<file path="src/rtl/if_id_queue.sv">
// rtl/if_id_queue.sv - fetch/decode instruction buffer, FWFT valid/ready queue with one-cycle flush
module if_id_queue #(
  parameter int ADDR_W = 32,
  parameter int INST_W = 32,
  parameter int DEPTH  = 4,
  parameter int CNT_W  = $clog2(DEPTH + 1)
) (
  input  logic              clk,
  input  logic              rst,
  input  logic              if_valid,
  input  logic [ADDR_W-1:0] if_pc,
  input  logic [INST_W-1:0] if_inst,
  output logic              if_ready,
  output logic              id_valid,
  output logic [ADDR_W-1:0] id_pc,
  output logic [INST_W-1:0] id_inst,
  input  logic              id_ready,
  input  logic              flush,
  output logic [CNT_W-1:0]  count
);

  localparam int PTR_W = $clog2(DEPTH);
  localparam logic [CNT_W-1:0] FULL = CNT_W'(DEPTH);

  logic [ADDR_W-1:0] r_pc_mem   [DEPTH];
  logic [INST_W-1:0] r_inst_mem [DEPTH];
  logic [PTR_W-1:0]  r_wp;
  logic [PTR_W-1:0]  r_rp;
  logic [CNT_W-1:0]  r_count;

  logic w_push;
  logic w_pop;

  // Handshake flags depend on registered occupancy only, so no input reaches an output.
  assign if_ready = (r_count != FULL);
  assign id_valid = (r_count != '0);
  assign w_push   = if_valid && if_ready;
  assign w_pop    = id_valid && id_ready;

  assign id_pc   = id_valid ? r_pc_mem[r_rp]   : '0;
  assign id_inst = id_valid ? r_inst_mem[r_rp] : '0;
  assign count   = r_count;

  always_ff @(posedge clk or posedge rst) begin
    if (rst) begin
      r_wp    <= '0;
      r_rp    <= '0;
      r_count <= '0;
      for (int i = 0; i < DEPTH; i++) begin
        r_pc_mem[i]   <= '0;
        r_inst_mem[i] <= '0;
      end
    end else if (flush) begin
      // Stale storage is left in place; it is unreachable once count is zero.
      r_wp    <= '0;
      r_rp    <= '0;
      r_count <= '0;
    end else begin
      if (w_push) begin
        r_pc_mem[r_wp]   <= if_pc;
        r_inst_mem[r_wp] <= if_inst;
        r_wp             <= r_wp + PTR_W'(1);
      end
      if (w_pop) begin
        r_rp <= r_rp + PTR_W'(1);
      end
      case ({w_push, w_pop})
        2'b10:   r_count <= r_count + CNT_W'(1);
        2'b01:   r_count <= r_count - CNT_W'(1);
        default: r_count <= r_count;
      endcase
    end
  end

endmodule

</file>
<file path="config.mk">
export PLATFORM = sky130hd
export DESIGN_NAME = if_id_queue
export DESIGN_NICKNAME = d
export VERILOG_FILES = /design/src/rtl/if_id_queue.sv
export SDC_FILE = /design/constraint.sdc
export NUM_CORES = 1
export LEC_CHECK = 0
export ABC_AREA = 1
export CAP_MARGIN = 20
export CORE_UTILIZATION = 45
export DETAILED_ROUTE_END_ITERATION = 12
export PLACE_DENSITY = 0.62
export SLEW_MARGIN = 0
export SYNTH_ARGS = -nofsm -noshare
export SYNTH_HDL_FRONTEND = slang
export SYNTH_SLANG_ARGS = --single-unit
</file>
<file path="constraint.sdc">
create_clock -name clk -period 12.68 [get_ports clk]
set_clock_uncertainty 0.2 [all_clocks]
set_input_delay 1.268 -clock clk [delete_from_list [all_inputs] [get_ports clk]]
set_output_delay 1.268 -clock clk [all_outputs]
set_load 0.02 [all_outputs]
</file>
## After elaboration in Yosys (flattened, before gate mapping)

Cells that the tools add are included.

- Input bits: 69
- Output and inout bits: 69
- Word-level logic and storage cells: 50
- Bits in registers: 263

- Reductions and logical operators: 8
- Mux-type cells: 18
- $add $sub $neg: 4
- Magnitude comparators: 3
- Bitwise gates (word level): 3
- Eq/ne operators: 3

Operator list:

| cell | count |
|---|---|
| $bwmux W128 | 2 |
| $mux W32 | 7 |
| $bmux W32 S2 | 2 |
| $demux W32 S2 | 1 |
| $mux W2 | 4 |
| $ge A3 B3 Y1 const B | 2 |
| $not A2 Y3 | 2 |
| $pmux W3 S2 | 1 |
| $reduce_bool A3 Y1 | 2 |
| $add A2 B1 Y2 const B | 2 |
| $reduce_bool A2 Y1 | 2 |
| $add A3 B1 Y3 const B | 1 |
| $logic_and A1 B1 Y1 | 3 |
| $lt A3 B1 Y1 const B | 1 |
| $mux W3 | 1 |
| $ne A3 B3 Y1 const B | 1 |
| $sub A3 B1 Y3 const B | 1 |
| $eq A2 B1 Y1 const B | 1 |
| $eq A2 B2 Y1 const B | 1 |
| $reduce_and A2 Y1 | 1 |
| $not A1 Y1 | 1 |

## Logic depth before layout (Yosys ltp)

- Depth in word-level cells: 6
- Depth in mapped cells: 12

## Worst setup path after synthesis

No wires, ideal clock.

- Path type: register -> output
- Start point: reg r_count[2], in the netlist count[2]
- End point: out id_inst[31]
- Setup slack: 9.690 ns
- Data arrival time: 1.522 ns
- Data required time: 11.212 ns
- Stages on the path, launching flop included: 6
- Cells stage by stage: dfrtp_1 inv_1 nand2_1 inv_2 buf_1 a21oi_1

- Cells in the longest elaborated chain, start to end: 2

RTL lines:

| element | RTL line | RTL |
|---|---|---|
| from (decl) | 29 | `logic [CNT_W-1:0] r_count;` |
| from (signal assigned) | 68 | `2'b10: r_count <= r_count + CNT_W'(1);` |
| from (signal assigned) | 69 | `2'b01: r_count <= r_count - CNT_W'(1);` |
| from (signal assigned) | 70 | `default: r_count <= r_count;` |
| $reduce_bool A3 Y1 | 36 | `assign id_valid = (r_count != '0);` |
| via id_valid | 14 | `output logic id_valid,` |
| $mux W32 | 41 | `assign id_inst = id_valid ? r_inst_mem[r_rp] : '0;` |
| to (decl) | 16 | `output logic [INST_W-1:0] id_inst,` |

The timed path passes the listed nets, and every way through them passes these cells.

## Worst setup path after layout

- Start point: reg r_rp[0]
- End point: out id_inst[28]

- Cells in the longest elaborated chain, start to end: 5

RTL lines:

| element | RTL line | RTL |
|---|---|---|
| from (decl) | 28 | `logic [PTR_W-1:0] r_rp;` |
| from (signal assigned) | 65 | `r_rp <= r_rp + PTR_W'(1);` |
| $not A2 Y3 (implied by the code) | 41 |  |
| $bmux W32 S2 | 41 |  |
| $mux W32 (implied by the code) (2 in series) | 41 |  |
| $mux W32 | 41 |  |

No other way between the ends. The select of a mux whose other input is x is not followed.

==> metrics.txt <==
met2 WL 13700 µm; non-filler instance count after layout approximately 1900; unrepaired setup endpoints after global routing false; flops & latches, synth 263; area of the die between 0.02 and 0.03 mm²; largest net degree at the start of global routing 123; post-route design area 0.0142 mm²; Hold-fix buffers, CTS 0; max cap viols 0; CP delay by family, top buffers and inverters; CP bufs+invs 3; final setup vio count 0; Worst EP arrival 3.75 ns; pre-CTS WS 8.10 ns; Die Width 164 µm; most frequent cells in the layout 273 x nand2_1, 261 x dfrtp_1, 257 x o21ai_1, 257 x nor2_1, 137 x clkdlybuf4s50_1; CP required between 10 and 15 ns; vias in the first global route ~9500; DRT antenna net count 0; synth warn 0; min cycle time layout 5.22 ns; total grt overflow 0; initial antenna violation count 1; GR Util All Layers 0.224; Routed WL per cell ~16 µm; global-route wire length before repair 48500 µm; clk buf depth 3; Mapped Area about 0.012 mm²; crit-path max FO 89; slowest stage cell, crit path dfrtp_4; Post-DP HPWL 16500 µm; Slew headroom 0.307; Crit. End Element output pin; Tcrit/Tclk final 0.411; Power per Cell Area 258 mW/mm²; layout cells sized above 1 0.0481; nets@finish 1593; Core ar. 0.0260 mm²; worst slew pin tran 1.04 ns; Worst setup SP type flop; top achievable clock speed 192 MHz; initial drt markers 819; Routed WL 29300 µm; DRC viols 0; Critical Path Max Stage Delay 0.73 ns; Clk Latency, worst-skew pair around 0.53 ns; quantity of gates resized following cts 0; cell count after synthesis ~1400; vias post-DR around 9800; placer congestion estimate ~0.75; TritonCTS sink count around 260; drt first pass iters 5; clock buffer count from CTS 28; Leakage 6.57 nW; postcts setup bufs 0; synth unique cells 22; Area Growth Syn to Fin 19.8%; Final WS setup 7.46 ns; HP Class flop to flop; placed cells 1824; Worst VDD drop 0.000133 V; status finished clean; Mean Syn Cell Area 8.21 µm²; Die Height 164 µm; Cell Chain, Critical Path clkinv_2 -> buf_4 -> o21ai_0 -> a21oi_1 -> clkdlybuf4s50_1; CP Class flop to output pin; Setup TNS 0 ns; Starting Density 0.457; register area share after synthesis 0.555; Top Metal Used met4; M1 WL between 10000 and 15000 µm; routed wire length on met3 ~1400 µm; final hold viol count 0; WHS 0.282 ns; syn_nets approximately 1500; IO Count 138; CTS tree built; Clk pin slew, worst setup/hold paths 0.06 ns; Via density 5.22; # rows 59; most common cell after layout, fill and taps aside nand2_1; placed inst area 0.0132 mm²; Slew Limit Fails 0; H-Tree Depth 1; clk root buf clkbuf_16; number of I/O port buffers 137
-- Yosys cell counts (all sizes together) --
library cell  count  area, µm²
nand2           279       1070
xnor2             1       8.76
nor2            259        991
nand3b            1       7.51
buf              83        484
o21ai           387       1940
fa                1       20.0
ha                4       50.1
dfrtp           263       6580
inv              75        282
a21oi            67        335
clkbuf           21       78.8
nand3             4       20.0
-- stage by stage --
step | power, mW | util
2_1_floorplan | 2.29 | -
3_3_place_gp | 2.77 | 0.508
3_5_place_dp | 2.80 | 0.508
4_1_cts | 3.69 | 0.547
5_1_grt | 3.93 | 0.547
6_report | 3.67 | 0.547
-- routing by layer --
metal | track usage | vias up
li1 | - | 4831
met1 | 0.308 | 4701
met2 | 0.376 | 226
met3 | 0.0284 | 41
met4 | 0.0513 | 0
met5 | 0 | -
-- registers in the layout, summed over array words and instances, names as in the netlist --
| name | count |
|---|---|
| r_wp | 2 |
| r_pc_mem | 128 |
| r_inst_mem | 128 |
| r_rp | 2 |
| count | 3 |
-- final cells by class --
type	count	area [µm²]
inverter	75	290
clock inverter	15	200
sequential	263	6590
fill	2494	11800
multi-input combinational	1003	4460
tap	335	419
timing repair buffer	148	1450
antenna	1	2.50
clock buffer	36	802
-- where the power goes --
group	switching, mW	internal (mW)
sequential	0.204	1.19
combinational	0.827	0.570
clock	0.332	0.545
total	1.36	2.30
-- logic make-up after synthesis --
family / Yosys count / synth area share
DFF: 263 / 0.555
buffers and inverters: 179 / 0.0712
and+or+nand+nor: 543 / 0.176
adders and majority gates: 5 / 0.00590
xor gates and xnor gates: 1 / 0.000738
AOI/OAI and AO/OA: 454 / 0.191
-- path summary, 6_finish.rpt --
path                              start        endpoint  slack, ns  cells past startpoint
max                             r_rp[0]     id_inst[28]       7.46                      5
min                        r_pc_mem[84]    r_pc_mem[84]       0.28                      2
max reg2reg                    count[1]  r_inst_mem[99]       9.93                      8
min reg2reg                r_pc_mem[84]    r_pc_mem[84]       0.28                      2
max in group asynchronous           rst         r_rp[0]       9.54                      3
min in group asynchronous           rst  r_inst_mem[31]       1.11                      2
-- worst register-to-register path: cells and delay by family, from the launching register on --
| family | cells | cell delay, ns |
|---|---|---|
| DFF | 1 | 0.44 |
| AOI/OAI and AO/OA | 1 | 0.12 |
| buffers and inverters | 1 | 0.79 |
| and+or+nand+nor | 6 | 1.12 |
Power figures use the tool's default switching activity.
